## config.mk

```make
export PLATFORM = sky130hd
export DESIGN_NAME = midi_byte_parser_flat
export DESIGN_NICKNAME = d
export VERILOG_FILES = /design/src/rtl/midi_byte_parser_if.sv /design/src/rtl/midi_byte_parser.sv /design/src/flat_wrapper.sv
export SDC_FILE = /design/constraint.sdc
export NUM_CORES = 1
export LEC_CHECK = 0
export ABC_AREA = 0
export CELL_PAD_IN_SITES_DETAIL_PLACEMENT = 1
export CELL_PAD_IN_SITES_GLOBAL_PLACEMENT = 1
export CORE_MARGIN = 2
export CORE_UTILIZATION = 29
export DETAILED_ROUTE_END_ITERATION = 8
export MAX_ROUTING_LAYER = met4
export PLACE_DENSITY = 0.66
export SETUP_SLACK_MARGIN = 0.3
export SLEW_MARGIN = 20
export SYNTH_ARGS = -nofsm -noshare
export SYNTH_HDL_FRONTEND = slang
export SYNTH_SLANG_ARGS = --single-unit
```

## constraint.sdc

```tcl
create_clock -name clk -period 2.2 [get_ports clk]
set_clock_uncertainty 0.05 [all_clocks]
set_input_delay 0.44 -clock clk [delete_from_list [all_inputs] [get_ports clk]]
set_output_delay 0.44 -clock clk [all_outputs]
set_load 0.02 [all_outputs]
```

## src/rtl/midi_byte_parser_if.sv

```systemverilog
// midi_byte_parser_if: UART byte input and decoded MIDI message output of the parser
interface midi_byte_parser_if;
  logic [7:0] rx_data;
  logic       rx_valid;
  logic       rx_ready;
  logic       msg_valid;
  logic       msg_ready;
  logic [2:0] msg_type;
  logic [3:0] msg_chan;
  logic [6:0] msg_d1;
  logic [6:0] msg_d2;
  logic [7:0] drop_count;
  modport master (
    output rx_data, rx_valid, msg_ready,
    input  rx_ready, msg_valid, msg_type, msg_chan, msg_d1, msg_d2, drop_count
  );
  modport slave (
    input  rx_data, rx_valid, msg_ready,
    output rx_ready, msg_valid, msg_type, msg_chan, msg_d1, msg_d2, drop_count
  );
endinterface

```

## src/rtl/midi_byte_parser.sv

```systemverilog
// midi_byte_parser: assembles MIDI channel-voice messages from a UART byte stream
module midi_byte_parser #(
  parameter bit         OMNI        = 1'b1,
  parameter logic [3:0] CHANNEL     = 4'd0,
  parameter bit         VEL0_IS_OFF = 1'b1
) (
  input logic clk,
  input logic nrst,
  midi_byte_parser_if.slave bus
);
  typedef enum logic [1:0] {IDLE, WAIT_D1, WAIT_D2, SYSEX} state_t;
  state_t     r_state, w_state_nxt;
  logic [2:0] r_type, w_type_nxt;
  logic [3:0] r_chan, w_chan_nxt;
  logic [6:0] r_d1, w_d1_nxt;
  logic       r_msg_valid;
  logic [2:0] r_msg_type;
  logic [3:0] r_msg_chan;
  logic [6:0] r_msg_d1, r_msg_d2;
  logic [7:0] r_drop;
  logic       w_rx_ready, w_acc, w_done, w_drop, w_pass;
  logic [6:0] w_out_d1, w_out_d2;
  logic [2:0] w_out_type;
  assign w_rx_ready = !r_msg_valid || bus.msg_ready;
  assign w_acc      = bus.rx_valid && w_rx_ready;
  always_comb begin
    w_state_nxt = r_state;
    w_type_nxt  = r_type;
    w_chan_nxt  = r_chan;
    w_d1_nxt    = r_d1;
    w_done      = 1'b0;
    w_drop      = 1'b0;
    if (w_acc) begin
      if (!bus.rx_data[7]) begin
        case (r_state)
          IDLE: w_drop = 1'b1;
          WAIT_D1: begin
            w_d1_nxt    = bus.rx_data[6:0];
            w_done      = r_type == 3'd4 || r_type == 3'd5;
            w_state_nxt = w_done ? WAIT_D1 : WAIT_D2;
          end
          WAIT_D2: begin
            w_done      = 1'b1;
            w_state_nxt = WAIT_D1;
          end
          default: ;
        endcase
      end else if (bus.rx_data[7:4] != 4'hF) begin
        w_state_nxt = WAIT_D1;
        w_type_nxt  = bus.rx_data[6:4];
        w_chan_nxt  = bus.rx_data[3:0];
      end else if (!bus.rx_data[3]) begin
        // 0xF8-0xFF real-time bytes fall through untouched
        w_state_nxt = bus.rx_data[2:0] == 3'd0 ? SYSEX : IDLE;
      end
    end
  end
  assign w_out_d1   = r_state == WAIT_D1 ? bus.rx_data[6:0] : r_d1;
  assign w_out_d2   = r_state == WAIT_D2 ? bus.rx_data[6:0] : 7'd0;
  assign w_out_type = (VEL0_IS_OFF && r_type == 3'd1 && w_out_d2 == 7'd0) ? 3'd0 : r_type;
  assign w_pass     = OMNI || r_chan == CHANNEL;
  always_ff @(posedge clk or negedge nrst) begin
    if (!nrst) begin
      r_state     <= IDLE;
      r_type      <= 3'd0;
      r_chan      <= 4'd0;
      r_d1        <= 7'd0;
      r_msg_valid <= 1'b0;
      r_msg_type  <= 3'd0;
      r_msg_chan  <= 4'd0;
      r_msg_d1    <= 7'd0;
      r_msg_d2    <= 7'd0;
      r_drop      <= 8'd0;
    end else begin
      r_state <= w_state_nxt;
      r_type  <= w_type_nxt;
      r_chan  <= w_chan_nxt;
      r_d1    <= w_d1_nxt;
      if (w_drop && r_drop != 8'hFF) r_drop <= r_drop + 8'd1;
      if (w_done && w_pass) begin
        r_msg_valid <= 1'b1;
        r_msg_type  <= w_out_type;
        r_msg_chan  <= r_chan;
        r_msg_d1    <= w_out_d1;
        r_msg_d2    <= w_out_d2;
      end else if (bus.msg_ready) begin
        r_msg_valid <= 1'b0;
      end
    end
  end
  assign bus.rx_ready   = w_rx_ready;
  assign bus.msg_valid  = r_msg_valid;
  assign bus.msg_type   = r_msg_type;
  assign bus.msg_chan   = r_msg_chan;
  assign bus.msg_d1     = r_msg_d1;
  assign bus.msg_d2     = r_msg_d2;
  assign bus.drop_count = r_drop;
endmodule

```

## src/flat_wrapper.sv

```systemverilog
// flat-port wrapper written by rule: the top's interface ports become plain ports
module midi_byte_parser_flat 
#(
  parameter bit         OMNI        = 1'b1,
  parameter logic [3:0] CHANNEL     = 4'd0,
  parameter bit         VEL0_IS_OFF = 1'b1
)
  (clk, nrst, bus_rx_data, bus_rx_valid, bus_msg_ready, bus_rx_ready, bus_msg_valid, bus_msg_type, bus_msg_chan, bus_msg_d1, bus_msg_d2, bus_drop_count);
  midi_byte_parser_if bus_i ();
  input logic clk;
  input logic nrst;
  input wire logic [$bits(bus_i.rx_data)-1:0] bus_rx_data;
  input wire logic [$bits(bus_i.rx_valid)-1:0] bus_rx_valid;
  input wire logic [$bits(bus_i.msg_ready)-1:0] bus_msg_ready;
  output wire logic [$bits(bus_i.rx_ready)-1:0] bus_rx_ready;
  output wire logic [$bits(bus_i.msg_valid)-1:0] bus_msg_valid;
  output wire logic [$bits(bus_i.msg_type)-1:0] bus_msg_type;
  output wire logic [$bits(bus_i.msg_chan)-1:0] bus_msg_chan;
  output wire logic [$bits(bus_i.msg_d1)-1:0] bus_msg_d1;
  output wire logic [$bits(bus_i.msg_d2)-1:0] bus_msg_d2;
  output wire logic [$bits(bus_i.drop_count)-1:0] bus_drop_count;
  assign bus_i.rx_data = bus_rx_data;
  assign bus_i.rx_valid = bus_rx_valid;
  assign bus_i.msg_ready = bus_msg_ready;
  assign bus_rx_ready = bus_i.rx_ready;
  assign bus_msg_valid = bus_i.msg_valid;
  assign bus_msg_type = bus_i.msg_type;
  assign bus_msg_chan = bus_i.msg_chan;
  assign bus_msg_d1 = bus_i.msg_d1;
  assign bus_msg_d2 = bus_i.msg_d2;
  assign bus_drop_count = bus_i.drop_count;
  midi_byte_parser #(.OMNI(OMNI), .CHANNEL(CHANNEL), .VEL0_IS_OFF(VEL0_IS_OFF)) u_core (.clk(clk), .nrst(nrst), .bus(bus_i));
endmodule
```

==> summary.txt <==
CTS
  • # Post-CTS Setup Buffers: 0
  • Clock latency on the worst-skew pair: around 300 ps
  • Clock slew at the register clock pins of the worst setup and hold paths: 90 ps
  • Total number of H-tree levels: 2
  • Number of buffers created by CTS: 5
  • CTS tree: done
  • CTS sink count: 46
  • Clock Root Buffer: sky130_fd_sc_hd__clkbuf_8
  • Number of buffers between clock root and the deepest sink: 2

STA
  • Relative slew slack: between 70% and 80%
  • Setup TNS: 0 ps
  • Final hold slack: -0.2746 ps
  • Slew at the pin with the worst max-slew slack: 402.7 ps
  • Crit path setup slack, layout: 373.9 ps
  • Fraction of the cycle the final worst path needs: approximately 83%
  • Maximum operating frequency: 547.6 MHz
  • Setup repair after global routing missed its margin: true
  • Min Clock Period, post-route: 1826 ps
  • Pins Over Slew Limit: 0
  • Total count of hold-check failures in the final report: 1
  • Count of endpoints failing setup in the final report: 0

Run status
  • Run status: finished with violations
  • Violated checks: hold timing

Critical path
  • Family of cells with the greatest summed delay on the critical path: buffers and inverters
  • CP Data Arrival Time: 1340 ps
  • Critical path start-end classification: reg2out
  • Max Fanout on Critical Path: 4
  • Required time of the critical path: about 1700 ps
  • Worst R2R Start: u_core.r_state[1]
  • Delay of the slowest critical-path stage: between 600 and 700 ps
  • Ordered list of cells on the worst path: clkdlybuf4s50_1
  • Slowest cell on the critical path: sky130_fd_sc_hd__clkdlybuf4s50_1
  • Crit end category: output port
  • Crit start category: flip-flop
  • CP bufs+invs: 1
  • Startpoint of the worst setup timing path: u_core.bus.drop_count[4]

Global route
  • Global-route wire length before repair: 8.086 mm
  • Initial antenna violation count: 0
  • Aggregate global routing overflow: 0
  • Total GRT Usage: between 10% and 20%
  • Maximum number of pins on one net before global-route repair: 25
  • Via count of the first global-routing pass: between 1,500 and 2,000

Placed design
  • Placed cell areas: approximately 0.0028 mm2
  • Final weighted congestion of routability-driven global placement: slightly below 0.8
  • Post-DP HPWL: 3.491 mm
  • Placement Setup Slack: 21.68 ps
  • IO buf count: 42

Die
  • Number of top-level pins: 43
  • Row count: 31
  • Core box area: between 0.007 and 0.008 mm2
  • Die height: about 90 um
  • Total die area: ~0.0081 mm2
  • Effective utilization at floorplan: just under 30%
  • Die Span X: around 90 um

Logic synthesis
  • Synth Net Count: between 150 and 200
  • Synth cell types: 35
  • Post-Syn Instances: roughly 170
  • Sequential share of the synthesized area: 53.64%
  • Synth Cell Area: ~0.0021 mm2
  • Mean post-synth cell area: ~12 um2
  • Yosys synthesis warning count: 0
  • Synth Register Bits: between 40 and 50

Route
  • DRC violations left: 0
  • Routed vias/inst: 4.547
  • Total vias in the final route: approximately 1,500
  • DRT iter0 DRCs: 43
  • Number of optimization iterations in the first detailed-route pass: 4
  • Per-cell routed wire length: between 10 and 15 um
  • Total detailed-routing wirelength: 4.637 mm
  • Antenna Violating Nets Remaining: 0

Finish
  • Final instance area: around 0.0029 mm2
  • Commonest cells after routing, fill and taps aside: 46 x sky130_fd_sc_hd__dfrtp_1, 38 x sky130_fd_sc_hd__clkdlybuf4s50_1, 28 x sky130_fd_sc_hd__nand2_1
  • Number of nets in the layout: between 200 and 250
  • Fraction of layout instances using a drive strength above 1: 28.02%
  • End-of-flow core utilization: between 30 and 40%
  • Commonest non-fill, non-tap cell in the layout: sky130_fd_sc_hd__dfrtp_1
  • Signed area change from the synthesized netlist to the final layout: 33.64%
  • N_diodes: 0

Min path
  • Hold Path Class: in2async

Run
  • Max-Cap Viols: 0

Power and ir drop
  • Cell area power density: 1158 mW/mm2
  • Static leakage: 0.001286 uW
  • Worst vdd ir: roughly 0.00047 V
## cell type report
cell class	instances	area, um2
clock inverters	1	30.03
flip-flops and latches	46	1151
multi-input cells	118	935.9
well taps	99	123.9
fillers	811	4347
inverters	2	7.507
repair buffers	58	543.0
clock buffers	7	76.32
## logic make-up (layout without fill, tap and decap cells)
family / count (synthesis) / after routing / share of synthesized area, %
buffers and inverters: 8 / 68 / 2.741
adder cells (fa/ha/maj): 5 / 5 / 2.915
AND/OR/NAND/NOR: 57 / 57 / 15.28
multiplexers: 25 / 25 / 12.71
AO/OA/AOI/OAI: 25 / 25 / 10.26
flip-flops: 46 / 46 / 53.64
XOR/XNOR: 6 / 6 / 2.449
## power breakdown
group          internal (uW)  total, uW  switching (uW)
Sequential              1140       1320             179
Clock                    340        628             288
Combinational            694       1380             682
Total                   2170       3320            1150
## layer usage
layer,vias to the layer above,wire [um],GRT usage [%]
met3,8,190,2.934
met4,0,68,4.615
met5,-,0,-
li1,732,-,-
met2,33,2256,20.61
met1,732,2121,16.06
## cells in the mapped netlist
master                      instances  area (um2)
sky130_fd_sc_hd__ha_1               5       62.56
sky130_fd_sc_hd__nor4_2             2       25.02
sky130_fd_sc_hd__a21boi_0           1       7.510
sky130_fd_sc_hd__nor3_4             1       16.27
sky130_fd_sc_hd__nor2_1             4       15.01
sky130_fd_sc_hd__nand4_4            1       21.27
sky130_fd_sc_hd__o2111ai_4          1       26.28
sky130_fd_sc_hd__and2b_2            1       8.760
sky130_fd_sc_hd__nand2_1           28       105.1
sky130_fd_sc_hd__dfrtp_1           46        1151
sky130_fd_sc_hd__and3b_1            1       8.760
sky130_fd_sc_hd__mux2_2            18       202.7
sky130_fd_sc_hd__o22a_1             4       35.03
sky130_fd_sc_hd__and2_1             1       6.260
sky130_fd_sc_hd__and3_1             1       6.260
sky130_fd_sc_hd__or3_1              2       12.51
sky130_fd_sc_hd__o21ai_2           14       122.6
sky130_fd_sc_hd__o31ai_1            1       7.510
sky130_fd_sc_hd__buf_4              1       7.510
sky130_fd_sc_hd__nand4_1            3       18.77
sky130_fd_sc_hd__nand2b_1           1       6.260
sky130_fd_sc_hd__o21ai_0            3       15.01
sky130_fd_sc_hd__buf_6              3       33.78
sky130_fd_sc_hd__nor3_1             3       15.01
sky130_fd_sc_hd__xor2_1             6       52.55
sky130_fd_sc_hd__nand3_2            2       20.02
sky130_fd_sc_hd__buf_2              2       10.01
sky130_fd_sc_hd__nor4_1             1       6.260
sky130_fd_sc_hd__and4_1             1       8.760
sky130_fd_sc_hd__nor3b_1            1       7.510
sky130_fd_sc_hd__nand3_1            2       10.01
sky130_fd_sc_hd__o22ai_1            1       6.260
sky130_fd_sc_hd__mux2i_1            7       70.07
sky130_fd_sc_hd__and4_2             1       10.01
sky130_fd_sc_hd__inv_1              2       7.510
## through the flow
step / total power (uW) / cells / hold WS, ps
after floorplan: 2134 / 172 / 94.41
after global placement: 2697 / 323 / 349.0
after detailed placement: 2735 / 323 / 348.6
after CTS: 3369 / 331 / 9.507
after global routing: 3537 / 331 / 13.37
final: 3321 / 331 / -0.2746
## state kept, by name (all words and copies together), names as in the netlist
register	count
u_core.bus.drop_count	8
u_core.bus.msg_d1	7
u_core.bus.msg_d2	7
u_core.r_d1	7
u_core.bus.msg_chan	4
u_core.r_chan	4
u_core.bus.msg_type	3
u_core.r_type	3
u_core.r_state	2
u_core.bus.msg_valid	1
## path summary, 6_finish.rpt
path | cells past startpoint | endpoint | slack, ps
max in group asynchronous | 2 | u_core.bus.msg_type[1] | 1530
hold / removal | 1 | u_core.bus.drop_count[5] | -0.3
setup / recovery | 1 | bus_drop_count[4] | 370
hold reg to reg | 2 | u_core.bus.msg_d1[1] | 430
setup reg to reg | 6 | u_core.bus.msg_type[2] | 400
min in group clk | 2 | u_core.bus.msg_d1[1] | 430
## worst register-to-register path: stages (launching register included)
cell and delay [ps]:
sky130_fd_sc_hd__dfrtp_1 380, sky130_fd_sc_hd__inv_1 80, sky130_fd_sc_hd__ha_1 200, sky130_fd_sc_hd__and3b_1 220
sky130_fd_sc_hd__o2111ai_4 220, sky130_fd_sc_hd__buf_6 190, sky130_fd_sc_hd__mux2_2 340
## repair_timing
action / CTS / global route
resized for setup: 2 / 5
endpoints found under the setup margin: 1 / 10
hold buffers: 0 / 0
Note: power is estimated with default switching activity, not from simulation.
